===== config.mk =====
export PLATFORM = sky130hd
export DESIGN_NAME = recon_reader
export DESIGN_NICKNAME = d
export VERILOG_FILES = /design/src/rtl/recon_pkg.sv /design/src/rtl/recon_thresh.sv /design/src/rtl/recon_reader.sv
export SDC_FILE = /design/constraint.sdc
export NUM_CORES = 1
export LEC_CHECK = 0
export CORE_MARGIN = 5
export CORE_UTILIZATION = 25
export DETAILED_ROUTE_END_ITERATION = 7
export HOLD_SLACK_MARGIN = 0.06
export PLACE_DENSITY = 0.46
export SYNTH_ARGS = -nofsm -noshare
export SYNTH_HDL_FRONTEND = slang
export SYNTH_SLANG_ARGS = --single-unit

===== constraint.sdc =====
create_clock -name clk -period 14.3 [get_ports clk]
set_input_delay 3.575 -clock clk [delete_from_list [all_inputs] [get_ports clk]]
set_output_delay 3.575 -clock clk [all_outputs]
set_load 0.01 [all_outputs]

===== src/rtl/recon_pkg.sv =====
// Shared constants and types for the decoder-output reconstruction reader.
// Latency: n/a (declarations only).
// Backpressure: n/a.
package recon_pkg;

    localparam int N_PIX     = 9;
    localparam int W         = 20;
    localparam int FRAC_BITS = 16;

    // Q3.16 constants: 1.0 and the 0.5 pixel-on threshold.
    localparam logic signed [W-1:0] ONE  = 20'sh10000;
    localparam logic signed [W-1:0] HALF = 20'sh08000;

    typedef enum logic [1:0] {
        IDLE,
        STREAM,
        DONE
    } state_e;

endpackage


===== src/rtl/recon_thresh.sv =====
// Signed threshold comparator: bit_o = (value_i >= thresh_i).
// Latency: combinational.
// Backpressure: none.
// Ports: value_i/thresh_i signed W-bit operands, bit_o result bit.
module recon_thresh #(
    parameter int W = 20
) (
    input  logic signed [W-1:0] value_i,
    input  logic signed [W-1:0] thresh_i,
    output logic                bit_o
);

    // Both operands are declared signed, so negative values fall below any
    // non-negative threshold and values above 1.0 compare as plain integers.
    assign bit_o = (value_i >= thresh_i);

endmodule


===== src/rtl/recon_reader.sv =====
// Captures one frame of nine sigmoid outputs plus the original pixels,
// streams the values one per beat, thresholds them into a reconstructed
// pattern and reports mismatch count and match flag.
// Latency: capture edge, 9 beats (s_ready high), done pulse, idle again; 11 cycles/frame.
// Backpressure: s_ready low holds the current beat stable; in_ready is low outside IDLE.
// Ports: clk/rst; in_valid/in_ready/y_in/x_ref frame input; s_* beat stream;
//        done_valid/recon/err_count/match frame result.
module recon_reader
    import recon_pkg::*;
#(
    parameter logic signed [W-1:0] THRESH = HALF
) (
    input  logic                  clk,
    input  logic                  rst,
    input  logic                  in_valid,
    output logic                  in_ready,
    input  logic [N_PIX*W-1:0]    y_in,
    input  logic [N_PIX-1:0]      x_ref,
    output logic                  s_valid,
    input  logic                  s_ready,
    output logic signed [W-1:0]   s_data,
    output logic [3:0]            s_index,
    output logic                  s_bit,
    output logic                  s_last,
    output logic                  done_valid,
    output logic [N_PIX-1:0]      recon,
    output logic [3:0]            err_count,
    output logic                  match
);

    state_e                state_q;
    logic [3:0]            idx_q;
    logic signed [W-1:0]   y_q [N_PIX];
    logic [N_PIX-1:0]      x_q;
    logic [N_PIX-1:0]      work_recon_q;
    logic [3:0]            work_err_q;
    logic [N_PIX-1:0]      recon_q;
    logic [3:0]            err_q;
    logic                  match_q;

    logic [N_PIX-1:0]      work_recon_d;
    logic [3:0]            work_err_d;
    logic                  beat_acc;

    assign in_ready   = (state_q == IDLE) && !rst;
    assign s_valid    = (state_q == STREAM) && !rst;
    assign s_data     = y_q[idx_q];
    assign s_index    = idx_q;
    assign s_last     = (idx_q == 4'(N_PIX - 1));
    assign done_valid = (state_q == DONE);
    assign recon      = recon_q;
    assign err_count  = err_q;
    assign match      = match_q;

    assign beat_acc   = s_valid && s_ready;

    recon_thresh #(
        .W (W)
    ) u_thresh (
        .value_i  (s_data),
        .thresh_i (THRESH),
        .bit_o    (s_bit)
    );

    // Working values after folding in the current beat.
    always_comb begin
        work_recon_d        = work_recon_q;
        work_recon_d[idx_q] = s_bit;
        work_err_d          = work_err_q + {3'b000, s_bit ^ x_q[idx_q]};
    end

    always_ff @(posedge clk) begin
        if (rst) begin
            state_q      <= IDLE;
            idx_q        <= '0;
            x_q          <= '0;
            work_recon_q <= '0;
            work_err_q   <= '0;
            recon_q      <= '0;
            err_q        <= '0;
            match_q      <= 1'b0;
            for (int i = 0; i < N_PIX; i++) begin
                y_q[i] <= '0;
            end
        end else begin
            case (state_q)
                IDLE: begin
                    if (in_valid) begin
                        for (int i = 0; i < N_PIX; i++) begin
                            y_q[i] <= y_in[W*i +: W];
                        end
                        x_q          <= x_ref;
                        work_recon_q <= '0;
                        work_err_q   <= '0;
                        idx_q        <= '0;
                        state_q      <= STREAM;
                    end
                end
                STREAM: begin
                    if (beat_acc) begin
                        work_recon_q <= work_recon_d;
                        work_err_q   <= work_err_d;
                        if (s_last) begin
                            // Publish on the last beat so the results are
                            // already stable during the DONE pulse.
                            recon_q <= work_recon_d;
                            err_q   <= work_err_d;
                            match_q <= (work_err_d == 4'd0);
                            state_q <= DONE;
                        end else begin
                            idx_q <= idx_q + 4'd1;
                        end
                    end
                end
                DONE: begin
                    idx_q   <= '0;
                    state_q <= IDLE;
                end
                default: state_q <= IDLE;
            endcase
        end
    end

endmodule


==> run summary, run 1 <==
TritonCTS Buffers: 27
# fillers: 3980
Total power: 1570 uW
Skew-Pair Late Insertion Delay: 0.55 ns
Largest net degree at the start of global routing: 128
Initial antenna violation count: 6
Ys flop type: edfxtp_1
Synth Cell Area: 10100 um2
CTS resizes: 0
Core area: 39700 um2
Setup TNS: 0 ns
Max-Cap Viols: 0
Fin util: 0.343
Layout Cells excl Fill: 1485
Gr ovfl total: 0
Via/cell ratio: 4.60
Die width: 211 um
Slew HR: 0.254
Synth top area cells: edfxtp_1 (54%), and3_1 (11%), dfxtp_1 (9.0%)
Die Ht: 211 um
Synth unique cells: 43
Arrival time of the worst setup path: 5.79 ns
Clock Sinks: 225
Routed Antenna Nets: 0
Skew final: 0.0176 ns
All-Layer GR Usage: 0.134
# placed instances: 1436
Sequential area share after synthesis: 0.627
Dpl hpwl: 20500 um
Die area: 44300 um2
Hold WS: 0.455 ns
Vias post-DR: 6824
Number of buffers added on ports: 235
GPL Wtd Cong: 0.759
CTS tree: yes
Status: complete, no violations
Setup violators final: 0
Post-CTS setup repair buffer count: 0
Synth warn: 0
Layout Nets: 1139
Initial core utilization: 0.253
CTS root buf: clkbuf_16
P_leak: 0.00528 uW
Least-Margin Pin Slew: 1.12 ns
Synth Instances: 739
WL per Instance: 20.6 um
Worst setup EP type: output pin
Initial DRC Count: 398
Worst Hold Class: reg2reg
Clock buffer depth: 3
Worst vdd ir: 77.4 uV
Layout cells sized above 1: 0.111
CP Data Required Time: 10.72 ns
Routed WL: 30600 um
Clock transition at path regs: 0.06 ns
Peak Freq: 107 MHz
Post-route clock period utilization: 0.655
Commonest cells in the netlist: and3_1 (180), edfxtp_1 (180), clkbuf_1 (59)
Final min period: 9.36 ns
Number of synthesized flops with an enable pin: 180
Remaining DRCs: 0
Pwr dens: 115 nW/um2
Final Hold Viols: 0
#FFs+latches synth: 225
Cell Rows: 73
Async SR Flop Fraction: 0
CP Launch Type: primary input
Synth top area share: 0.538
H-tree lvl count: 1
DRT Pass-1 Iters: 4
Mapped Nets: 938
Worst-path maximum fanout: 104
I/O pin count: 236
Synth Area per Inst: 13.6 um2
RSZ-0062 raised after global routing: no
Area delta synth->final: 35.7%
Critical path type: in2out
Number of global-route vias before repair: 7173
First-pass GRT wire length: 45500 um
Hold buffer count at cts: 0
Slew Limit Fails: 0
Leading area contributor after synthesis: edfxtp_1
-- state kept, by name, indices dropped and copies added, names as in the netlist, named ones only --
name / flops
y_q: 180
recon: 9
x_q: 9
work_recon_q: 8
err_count: 4
s_index: 4
work_err_q: 4
state_q: 2
match: 1
-- cell usage in the layout (no fill, tap or decap), types with 6 or more instances in the layout --
| cell type | n |
|---|---|
| and3_1 | 180 |
| clkinv_1 | 6 |
| or3b_2 | 6 |
| o21ai_0 | 20 |
| clkbuf_1 | 7 |
| nand3_1 | 11 |
| o31ai_2 | 6 |
| mux2i_1 | 33 |
| nand2_1 | 47 |
| edfxtp_1 | 180 |
| nor2_1 | 14 |
| mux4_2 | 38 |
| clkbuf_16 | 27 |
| buf_4 | 9 |
| inv_1 | 6 |
| a22o_1 | 9 |
| a21oi_1 | 24 |
| clkdlybuf4s50_1 | 234 |
| dfxtp_1 | 41 |
| ha_1 | 6 |
-- area by class of cell --
type	count	area, um2	share of cell area
Antenna cell	2	5.00	0.000367
Clock buffer	35	716	0.0524
Clock inverter	12	83.8	0.00614
Inverter	8	35.0	0.00257
Multi-Input combinational cell	435	3430	0.251
Sequential cell	225	6310	0.463
Tap cell	525	657	0.0481
Timing Repair Buffer	243	2410	0.177
-- final timing paths --
check / cells after the start / to / start / slack, ns
setup / recovery: 5 / in_ready / rst / 4.94
hold / removal: 2 / err_count[1] / err_count[1] / 0.46
setup reg to reg: 13 / work_err_q[2] / flip-flop / 10.52
hold reg to reg: 2 / err_count[1] / err_count[1] / 0.46
-- through the flow --
stage	setup slack, ns	instance area, um2
floorplan	6.29	10100
global placement	4.91	12800
detailed placement	4.93	12800
CTS	4.92	13600
global route	4.76	13600
finish	4.94	13600
-- critical path, stage by stage --
cell and delay, ns:
clkdlybuf4s50_1 0.39, buf_4 0.24, nor3_2 0.14, buf_4 0.71
clkdlybuf4s50_1 0.69
-- kinds of logic (layout without fill, tap and decap cells) --
group | after synthesis | in the layout | synth area share
fa+ha+maj | 6 | 6 | 0.00747
compound gates | 78 | 78 | 0.0530
flops | 225 | 225 | 0.627
xor+xnor | 4 | 4 | 0.00349
buf+inv | 79 | 298 | 0.0335
simple gates | 276 | 276 | 0.157
other cells | 0 | 2 | 0
mux | 71 | 71 | 0.118
-- report_power, final --
part | switching [uW] | leakage, uW | internal, uW | total [uW]
combinational | 76.3 | 0.00258 | 90.3 | 167
clock | 265 | 0.000388 | 367 | 632
sequential | 12.5 | 0.00231 | 754 | 767
total | 354 | 0.00528 | 1210 | 1570
-- per-layer routing --
layer,GRT usage,share of wire,wire length [um],vias up
met5,0,0.00046,14,-
met4,0.0393,0.018,557,4
met3,0.0266,0.062,1890,41
met2,0.205,0.45,13900,177
met1,0.192,0.47,14300,3367
li1,-,-,-,3235
(Power assumes the default switching activity.)
==> inputs of run 2 (changes only) <==
--- a/config.mk
+++ b/config.mk
@@ -9,7 +9,7 @@
 export CORE_UTILIZATION = 25
 export DETAILED_ROUTE_END_ITERATION = 7
 export HOLD_SLACK_MARGIN = 0.06
-export PLACE_DENSITY = 0.46
+export PLACE_DENSITY = 0.47
 export SYNTH_ARGS = -nofsm -noshare
 export SYNTH_HDL_FRONTEND = slang
 export SYNTH_SLANG_ARGS = --single-unit
==> constraint.sdc (replaced) <==
create_clock -name clk -period 8.4 [get_ports clk]
set_input_delay 2.1 -clock clk [delete_from_list [all_inputs] [get_ports clk]]
set_output_delay 2.1 -clock clk [all_outputs]
set_load 0.01 [all_outputs]
==> run 2 against run 1 <==
Net effect:
- sequential share of layout area about the same
- critical path depth decreased by 1
- global-route usage about the same
- die area unchanged
- design area about the same
- clock-buffer cell count decreased by 3
- critical path type unchanged
==> run summary, run 2 (synthesis gave the netlist of run 1 again) <==
P_leak: 0.00529 uW (was 0.00528 uW)
Skew-Pair Late Insertion Delay: 0.54 ns (was 0.55 ns)
Initial antenna violation count: 5 (was 6)
Slew Limit Fails: 0 (unchanged)
Wire length on met2: 14000 um (was 13900 um)
Sequential cell area: 6310 um2 (unchanged)
Total power: 2670 uW (was 1570 uW)
Area occupied by multi-input gates: 3430 um2 (unchanged)
DRT Pass-1 Iters: 4 (unchanged)
First-pass GRT wire length: 45400 um (was 45500 um)
Hold buffer count at cts: 0 (unchanged)
Slew HR: 0.276 (was 0.254)
GPL Wtd Cong: 0.765 (was 0.759)
Die width: 211 um (unchanged)
Area delta synth->final: 35.9% (was 35.7%)
Number of buffers added on ports: 235 (unchanged)
Routed WL: 31100 um (was 30600 um)
Vias post-DR: 6773 (was 6824)
Via/cell ratio: 4.55 (was 4.60)
Core area: 39700 um2 (unchanged)
Highest metal used: met4 (was met5)
Cell Rows: 73 (unchanged)
Least-Margin Pin Slew: 1.09 ns (was 1.12 ns)
Pwr dens: 195 nW/um2 (was 115 nW/um2)
Critical path type: in2out (unchanged)
Max-Cap Viols: 0 (unchanged)
Gr ovfl total: 0 (unchanged)
Commonest non-fill, non-tap cell in the layout: clkdlybuf4s50_1 (unchanged)
Die Ht: 211 um (unchanged)
H-tree lvl count: 1 (unchanged)
Clock Sinks: 225 (unchanged)
Fin util: 0.344 (was 0.343)
Routed Antenna Nets: 0 (unchanged)
Worst setup EP type: output pin (unchanged)
Remaining DRCs: 0 (unchanged)
RSZ-0062 raised after global routing: no (unchanged)
Skew final: 0.0128 ns (was 0.0176 ns)
CTS root buf: clkbuf_16 (unchanged)
Setup violators final: 0 (unchanged)
Layout Nets: 1139 (unchanged)
Final min period: 5.89 ns
Clock transition at path regs: 0.06 ns (about the same)
Hold WS: 0.458 ns (was 0.455 ns)
CP Data Required Time: 6.30 ns (was 10.72 ns)
Initial DRC Count: 364 (was 398)
All-Layer GR Usage: 0.134 (about the same)
Max reg flops: 180 (unchanged)
Clock buffer depth: 3 (unchanged)
Largest net degree at the start of global routing: 104 (was 128)
WL per Instance: 20.9 um (was 20.6 um)
Peak Freq: 170 MHz
TritonCTS Buffers: 27 (unchanged)
Initial core utilization: 0.253 (unchanged)
Met1 Routed Length: 14900 um (was 14300 um)
Final Hold Viols: 0 (unchanged)
Most frequent cells in the layout: clkdlybuf4s50_1 (234), and3_1 (180), edfxtp_1 (180) (unchanged)
CTS tree: yes (unchanged)
Dpl hpwl: 21000 um (was 20500 um)
Post-route clock period utilization: 0.702
CP Launch Type: primary input (unchanged)
I/O pin count: 236 (unchanged)
Number of global-route vias before repair: 6857 (was 7173)
# fillers: 3907 (was 3980)
Setup TNS: 0 ns (unchanged)
Layout cells sized above 1: 0.114 (was 0.111)
Post-CTS setup repair buffer count: 0 (unchanged)
Status: complete, no violations (unchanged)
Wire length on met3: 1580 um (was 1890 um)
Die area: 44300 um2 (unchanged)
Register name with the most flops: y_q (unchanged)
Worst Hold Class: reg2reg (unchanged)
Worst vdd ir: 134 uV (was 77.4 uV)
Arrival time of the worst setup path: 3.79 ns (was 5.79 ns)
CTS resizes: 0 (unchanged)
Worst-path maximum fanout: 34 (was 104)
## run 2: cell count changes in the layout (fill, tap and decap cells not counted)
cell | before | now
clkbuf_1 | 7 | 5
clkbuf_8 | 1 | 0
diode_2 | 2 | 4
clkinv_2 | 3 | 8
clkinv_1 | 6 | 7
## run 2: final cells by class
class / instances / area share
Clock buffer: 32 / 0.0508
Antenna cell: 4 / 0.000733
Clock inverter: 18 / 0.00824
Timing Repair Buffer: 243 / 0.176
Inverter: 8 / 0.00256
Multi-Input combinational cell: 435 / 0.251
Tap cell: 525 / 0.0481
Sequential cell: 225 / 0.462
## run 2: metal layers
metal	track usage	vias up
met4	0.0387	0
met1	0.197	3330
li1	-	3235
met3	0.0234	42
met2	0.203	166
met5	0	-
## run 2: worst paths after layout
check / cells past startpoint / slack [ns] / to / from
worst min register to register: 2 / 0.46 / recon[4] / recon[4]
worst max-delay path: 4 / 2.51 / in_ready / rst
worst max register to register: 12 / 4.74 / work_err_q[2] / flip-flop
worst min-delay path: 2 / 0.46 / recon[4] / recon[4]
## run 2: critical path: stages
cell and delay, ns:
clkdlybuf4s50_1 0.39, buf_4 0.24, nor3_2 0.41, clkdlybuf4s50_1 0.64
## run 2: metrics by stage
| stage | setup WS (ns) | instance area [um2] | std cells |
|---|---|---|---|
| 3_5_place_dp | 2.41 | 12800 | 1436 |
| 3_3_place_gp | 2.37 | 12800 | 1436 |
| 4_1_cts | 2.39 | 13600 | 1486 |
| 2_1_floorplan | 1.87 | 10100 | 739 |
| 6_report | 2.51 | 13700 | 1490 |
| 5_1_grt | 2.38 | 13700 | 1489 |
## run 2: where the power goes
part	switching (uW)	internal (uW)	total, uW
combinational	129	154	283
clock	460	618	1080
sequential	24.9	1280	1310
